--- config.mk ---
export PLATFORM = sky130hd
export DESIGN_NAME = muldiv_unit
export DESIGN_NICKNAME = d
export VERILOG_FILES = /design/src/rtl/muldiv_unit.sv
export SDC_FILE = /design/constraint.sdc
export NUM_CORES = 1
export LEC_CHECK = 0
export ABC_AREA = 1
export BUFFER_PORTS_ARGS = -buffer_cell sky130_fd_sc_hd__buf_2
export CAP_MARGIN = 0
export CORE_ASPECT_RATIO = 1.5
export CORE_UTILIZATION = 47
export DETAILED_ROUTE_END_ITERATION = 8
export GPL_TIMING_DRIVEN = 0
export PLACE_DENSITY = 0.68
export SETUP_SLACK_MARGIN = 0.2
export SLEW_MARGIN = 40
export SYNTH_ARGS = -nofsm -noshare
export SYNTH_HDL_FRONTEND = slang
export SYNTH_SLANG_ARGS = --single-unit
--- constraint.sdc ---
create_clock -name clk -period 2.2 [get_ports clk]
set_clock_uncertainty 0.1 [all_clocks]
set_input_delay 0.44 -clock clk [delete_from_list [all_inputs] [get_ports clk]]
set_output_delay 0.44 -clock clk [all_outputs]
set_load 0.1 [all_outputs]
--- src/rtl/muldiv_unit.sv ---
// Iterative multiply/divide unit owning the CPU HI/LO registers.
// One result bit per cycle; signed ops run on magnitudes with a final sign-fix cycle.
module muldiv_unit #(
    parameter int unsigned WIDTH = 32
) (
    input  logic             clk,
    input  logic             rst,
    input  logic             start,
    input  logic [1:0]       oper,
    input  logic [WIDTH-1:0] a,
    input  logic [WIDTH-1:0] b,
    input  logic             hi_we,
    input  logic             lo_we,
    input  logic [WIDTH-1:0] wdata,
    output logic             busy,
    output logic             done,
    output logic [WIDTH-1:0] hi,
    output logic [WIDTH-1:0] lo
);

    localparam int unsigned CW = $clog2(WIDTH);
    localparam int unsigned PW = 2 * WIDTH;

    typedef enum logic [1:0] {
        S_IDLE,
        S_CALC,
        S_FIX
    } state_t;

    state_t           r_state;
    state_t           w_state_nxt;
    logic [CW-1:0]    r_count;
    logic             r_div;
    logic             r_neg_q;
    logic             r_neg_r;
    logic             r_bzero;
    logic [WIDTH-1:0] r_a_orig;
    logic [WIDTH-1:0] r_op_b;
    logic [WIDTH-1:0] r_upper;
    logic [WIDTH-1:0] r_lower;
    logic             r_busy;
    logic             r_done;
    logic [WIDTH-1:0] r_hi;
    logic [WIDTH-1:0] r_lo;

    logic             w_signed;
    logic [WIDTH-1:0] w_a_mag;
    logic [WIDTH-1:0] w_b_mag;
    logic [WIDTH:0]   w_mul_sum;
    logic [WIDTH:0]   w_shift;
    logic [WIDTH:0]   w_diff;
    logic             w_ge;
    logic [PW-1:0]    w_prod;
    logic [PW-1:0]    w_prod_fix;
    logic [WIDTH-1:0] w_q_fix;
    logic [WIDTH-1:0] w_r_fix;

    // Next-state logic
    always_comb begin
        w_state_nxt = r_state;
        case (r_state)
            S_IDLE:  if (start) w_state_nxt = S_CALC;
            S_CALC:  if (r_count == CW'(WIDTH - 1)) w_state_nxt = S_FIX;
            S_FIX:   w_state_nxt = S_IDLE;
            default: w_state_nxt = S_IDLE;
        endcase
    end

    // Operand magnitudes, one iteration step, and final sign correction
    always_comb begin
        w_signed   = ~oper[0];
        w_a_mag    = (w_signed && a[WIDTH-1]) ? (~a + WIDTH'(1)) : a;
        w_b_mag    = (w_signed && b[WIDTH-1]) ? (~b + WIDTH'(1)) : b;
        w_mul_sum  = {1'b0, r_upper} + (r_lower[0] ? {1'b0, r_op_b} : (WIDTH + 1)'(0));
        w_shift    = {r_upper, r_lower[WIDTH-1]};
        w_diff     = w_shift - {1'b0, r_op_b};
        w_ge       = ~w_diff[WIDTH];
        w_prod     = {r_upper, r_lower};
        w_prod_fix = r_neg_q ? (~w_prod + PW'(1)) : w_prod;
        w_q_fix    = r_neg_q ? (~r_lower + WIDTH'(1)) : r_lower;
        w_r_fix    = r_neg_r ? (~r_upper + WIDTH'(1)) : r_upper;
    end

    always_ff @(posedge clk) begin
        if (rst) begin
            r_state  <= S_IDLE;
            r_count  <= '0;
            r_div    <= 1'b0;
            r_neg_q  <= 1'b0;
            r_neg_r  <= 1'b0;
            r_bzero  <= 1'b0;
            r_a_orig <= '0;
            r_op_b   <= '0;
            r_upper  <= '0;
            r_lower  <= '0;
            r_busy   <= 1'b0;
            r_done   <= 1'b0;
            r_hi     <= '0;
            r_lo     <= '0;
        end else begin
            r_state <= w_state_nxt;
            r_busy  <= (w_state_nxt != S_IDLE);
            r_done  <= (r_state == S_FIX);
            case (r_state)
                S_IDLE: begin
                    if (hi_we) r_hi <= wdata;
                    if (lo_we) r_lo <= wdata;
                    if (start) begin
                        r_div    <= oper[1];
                        r_neg_q  <= w_signed & (a[WIDTH-1] ^ b[WIDTH-1]);
                        r_neg_r  <= w_signed & a[WIDTH-1];
                        r_bzero  <= oper[1] & (b == '0);
                        r_a_orig <= a;
                        r_op_b   <= w_b_mag;
                        r_upper  <= '0;
                        r_lower  <= w_a_mag;
                        r_count  <= '0;
                    end
                end
                S_CALC: begin
                    r_count <= r_count + CW'(1);
                    if (r_div) begin
                        // Restoring step: remainder < divisor, so the unrestored shift fits WIDTH bits
                        r_upper <= w_ge ? w_diff[WIDTH-1:0] : w_shift[WIDTH-1:0];
                        r_lower <= {r_lower[WIDTH-2:0], w_ge};
                    end else begin
                        r_upper <= w_mul_sum[WIDTH:1];
                        r_lower <= {w_mul_sum[0], r_lower[WIDTH-1:1]};
                    end
                end
                S_FIX: begin
                    if (!r_div) begin
                        r_hi <= w_prod_fix[PW-1:WIDTH];
                        r_lo <= w_prod_fix[WIDTH-1:0];
                    end else if (r_bzero) begin
                        r_hi <= r_a_orig;
                        r_lo <= '1;
                    end else begin
                        r_hi <= w_r_fix;
                        r_lo <= w_q_fix;
                    end
                end
                default: ;
            endcase
        end
    end

    assign busy = r_busy;
    assign done = r_done;
    assign hi   = r_hi;
    assign lo   = r_lo;

endmodule

Word-level counts from Yosys, hierarchy flattened --
Cells that the tools add are included.
Word-level totals: bits in registers 205, latch bits 0, bits in writable memories 0, memory bits (read-only) 0, bits of input ports 103, output and inout bits 66, logic and storage cells 76, memories 0
Operators by class: add/sub/neg operators 8, $mul 0, div/mod/pow operators 0, order comparisons 0, eq/ne operators 6, shifts and indexed selects 0, mux-type cells 26, bitwise gates (word level) 11, reductions and logical operators 11
Operators by type and width (count):
- $mux 32 | 16
- $pmux 32 s2 | 4
- $add 32x1->32 const B | 4
- $not 32->32 | 4
- $add 64x1->64 const B | 1
- $mux 64 | 1
- $not 64->64 | 1
- $add 32x32->33 | 1
- $sub 33x32->33 | 1
- $logic_not 32->1 | 1
- $pmux 5 s2 | 1
- $reduce_and 2->1 | 4
- $ne 2x2->1 const B | 3
- $reduce_bool 2->1 | 3
- $add 5x1->5 const B | 1
- $eq 5x5->1 const B | 1
- $mux 5 | 1
- $mux 2 | 2
- $pmux 2 s2 | 1
- $and 1x1->1 | 3
- $eq 2x1->1 const B | 1
- $eq 2x2->1 const B | 1
- $logic_and 1x1->1 | 2
- $logic_not 2->1 | 1
- other kinds (2) | 3

Logic depth before layout (Yosys ltp) --
depth in word-level cells 6, mapped depth 21

Least setup slack after synthesis --
OpenSTA, ideal clock, no wires.
path kind reg-to-reg, start point reg r_lower[31], end point reg r_upper[27], library setup time 0.132 ns, data arrival time 2.207 ns, path slack -0.239 ns, cell stages (with the launch flop) 21, path through dfxtp_1 > inv_1 > ha_1 > fa_1 > inv_1 > nand2_1 > nand2_1 > nand3_1 > nand2_1 > nand2_1 > nand2_1 > nand2_1 > nand2_1 > nand2_2 > nand2_4 > buf_6 > nand2_1 > nand2_1 > nand2_1 > nand2_1 > a21oi_1
On the way: cells in the longest elaborated chain, start to end 4
Ends and longest elaborated chain:
- start: declaration | line 40 | logic [WIDTH-1:0] r_lower;
- start signal: assignment | line 116 | r_lower <= w_a_mag;
- start signal: assignment | line 125 | r_lower <= {r_lower[WIDTH-2:0], w_ge};
- start signal: assignment | line 128 | r_lower <= {w_mul_sum[0], r_lower[WIDTH-1:1]};
- $sub 33x32->33 | line 76 | w_diff = w_shift - {1'b0, r_op_b};
- $mux 32 | line 124 | r_upper <= w_ge ? w_diff[WIDTH-1:0] : w_shift[WIDTH-1:0];
- $mux 32 | line 122 | if (r_div) begin
- $pmux 32 s2 | line 104 | case (r_state)
- end signal: assignment | line 124
- end signal: assignment | line 127 | r_upper <= w_mul_sum[WIDTH:1];
- end: declaration | line 39 | logic [WIDTH-1:0] r_upper;
Every way passes these cells. A chain may end at the register's enable or synchronous reset.

Worst setup path in the final report --
start point reg r_op_b[1], end point reg r_upper[27]
On the way: cells in the longest elaborated chain, start to end 4, elaborated cells on any way between the ends 6, classes of those cells add/sub: 2; mux: 4
Ends and longest elaborated chain:
- start: declaration | line 38 | logic [WIDTH-1:0] r_op_b;
- start signal: assignment | line 114 | r_op_b <= w_b_mag;
- $sub 33x32->33 / $mux 32 (equally long branches) | line 76, 74
- $mux 32 / $add 32x32->33 (equally long branches) | line 124, 74
- $mux 32 (*) | line 122
- $pmux 32 s2 (*) | line 104
Mark *: on every way between the ends. The rest lies on a longest branch, timed or not.

==> flow_metrics.tcl <==
set metrics [dict create \
    crit_start "r_op_b[1]$_SDFFE_PP0P_" \
    slew_headroom 0.301 \
    synthCells 3519 \
    synth.area.top_cells "dfxtp_1, nand2_1, inv_1, a21oi_1, o21ai_0" \
    ys_seq_area_frac 0.213 \
    grt_start_max_net_pins 15 \
    die_width_microns 167 \
    cts_buffer_depth 3 \
    dr.pass1.iters 8 \
    violations "negative setup slack" \
    cp.required_ns 2.56 \
    dp_cells 4192 \
    wl_per_cell_microns 24.7 \
    vias 26200 \
    place_ws_ns -1.07 \
    ys.warnings.count 0 \
    drt.antenna.violating_nets 0 \
    tightest_slew_ns 1.05 \
    cts_tree "done" \
    synth_top_area_share 0.213 \
    synthesis.nets 3694 \
    cts_buffers 22 \
    synthFlopType "dfxtp_1" \
    worstSkewPairLatency_ns 0.57 \
    fin_crit_ns 2.78 \
    syn_avg_cell_area_sq_um 5.46 \
    stdcell_count 4372 \
    async_reset_ff_frac 0 \
    yosysTopAreaCell "dfxtp_1" \
    crit_type "reg -> reg" \
    timing.final.crit_share 1.27 \
    fin_util 0.667 \
    synth_seq_cells 205 \
    status "finished, violations left" \
    timing.rr.start "r_op_b[1]$_SDFFE_PP0P_" \
    hold_ws_ns 0.0395 \
    power_mw 15.8 \
    start_util 0.477 \
    cts.sinks 205 \
    grt_antenna_before_repair 9 \
    gr-total-overflow 0 \
    clock.fmax_mhz 359 \
    finalWorstSetupSlack_ns -0.584 \
    postPlaceCellArea_sq_um 20800 \
    path_max_fanout 4 \
    gp_congestion 1.07 \
    die-area_sq_um 41700 \
    start_kind "flop" \
    fillers 3863 \
    worstPathArrival_ns 3.15 \
    syn-cell-area_sq_um 19200 \
    power.leakage_nw 13.0 \
    max-cap-violations 0 \
    holdCritStartpoint "b[0]" \
    synth-edff-count 0 \
    grt_pass1_wl_microns 154000 \
    rsz0062_at_grt "yes" \
    tns_ns -16.98 \
    ctsHoldBuffers 0 \
    dp_hpwl_microns 81100 \
    dieHeight_microns 250 \
    power.density_nw_per_um2 587 \
    htreeDepth 1 \
    grt_pass1_vias 24300 \
    synth.distinct_cells 45 \
    syn_to_final_growth_pct 39.9 \
    clk_pin_slew_worst_paths_ns 0.07 \
    nets 4020 \
    fp.coreArea_sq_um 40300 \
    drc 0 \
    stdcell_area_sq_um 26900 \
    ioPinCount 169 \
    layout-drive-gt1-share 0.312 \
    io_buffers 167 \
    placementRows 90 \
    synthTopCellsByCount "nand2_1, inv_1, nor2_1" \
    hp-class "in -> reg" \
    peakVddDrop_uv 556 \
    final_max_slew_viol_count 0 \
    drtIter0Drc 3026 \
    worst_setup_path_end_kind "flop" \
    gr-usage-all-layers 0.502 \
    root_buffer "clkbuf_16" \
    setup_viol 62 \
    hold_viol_final 0 \
    routed_via_density 6.00 \
    wirelength_microns 108000 \
    synthMostInstantiatedCell "nand2_1" \
]
state kept, by name (all words and copies together), names as in the netlist:
| signal | count |
|---|---|
| lo | 32 |
| r_bzero | 1 |
| done | 1 |
| busy | 1 |
| r_op_b | 32 |
| r_state | 2 |
| r_a_orig | 32 |
| r_div | 1 |
| r_count | 5 |
| r_neg_r | 1 |
| r_lower | 32 |
| r_upper | 32 |
| hi | 32 |
| r_neg_q | 1 |
area by class of cell:
cell class | instances | area (sq um) | area share
tap | 506 | 633 | 0.0235
timing repair buffer | 302 | 2110 | 0.0785
clock buffer | 26 | 586 | 0.0218
antenna | 6 | 15.0 | 0.000558
inverter | 517 | 1990 | 0.0740
buffer | 152 | 935 | 0.0347
clock inverter | 13 | 205 | 0.00763
sequential | 205 | 4270 | 0.159
multi-input combinational | 2645 | 16200 | 0.600
worst max-delay path, cell delays in order (launching register included):
cell      delay, ns
dfxtp_1        0.50
nand2_1        0.21
fa_2           0.44
inv_2          0.08
nand3_2        0.08
nand3_4        0.12
nand3b_1       0.13
nand3_2        0.16
nand2_2        0.10
a21oi_4        0.15
nor2_4         0.06
nor2_4         0.29
nand2_1        0.12
a21oi_2        0.11
worst paths after layout:
| kind | to | slack [ns] | cells past startpoint |
|---|---|---|---|
| worst max-delay path | r_upper[27]$_SDFFE_PP0P_ | -0.58 | 13 |
| worst min register to register | r_count[3]$_SDFFE_PP0P_ | 0.38 | 2 |
| worst max register to register | r_upper[27]$_SDFFE_PP0P_ | -0.58 | 13 |
| worst min-delay path | r_op_b[0]$_SDFFE_PP0P_ | 0.04 | 3 |
cells in the final DEF, fill, tap and decap left out, types with 36 or more instances in the layout:
cell      count
inv_1       451
buf_4        98
a21oi_2      61
xor2_1       38
o21ai_2      36
inv_2        50
ha_4         56
nor2_1      242
nor2_4       80
dfxtp_4      36
nand2_4      47
buf_6        36
nand2_1     822
clkbuf_1     59
nand2_2     156
buf_2       179
clkbuf_2     44
a21oi_1     281
nand3_1     162
nand3_2      70
o21ai_0     264
dfxtp_1     142
nor2_2       58
power breakdown:
part           switching (mW)  leakage (nW)  internal, mW
clock network            1.77         0.393          2.49
registers               0.490          1.73          4.01
logic                    4.84          10.8          2.20
total                    7.10          13.0          8.70
metal layers:
layer	wire length, microns	GRT usage
met5	27	0
met4	15100	0.550
met3	9260	0.122
met2	48900	0.827
met1	34700	0.494
cells by family after synthesis:
family	Yosys count	synth area share
AND/OR/NAND/NOR	1755	0.373
AO/OA/AOI/OAI	760	0.207
buffers and inverters	669	0.133
flip-flops	205	0.213
adder cells (fa/ha/maj)	72	0.0476
XOR/XNOR	58	0.0264
what timing repair did:
item,4_1_cts,5_1_grt
resized for setup,790,434
setup buffers,81,51
pin swaps,131,164
setup endpoints to repair,196,179
gates cloned,3,0
(Power assumes the default switching activity.)
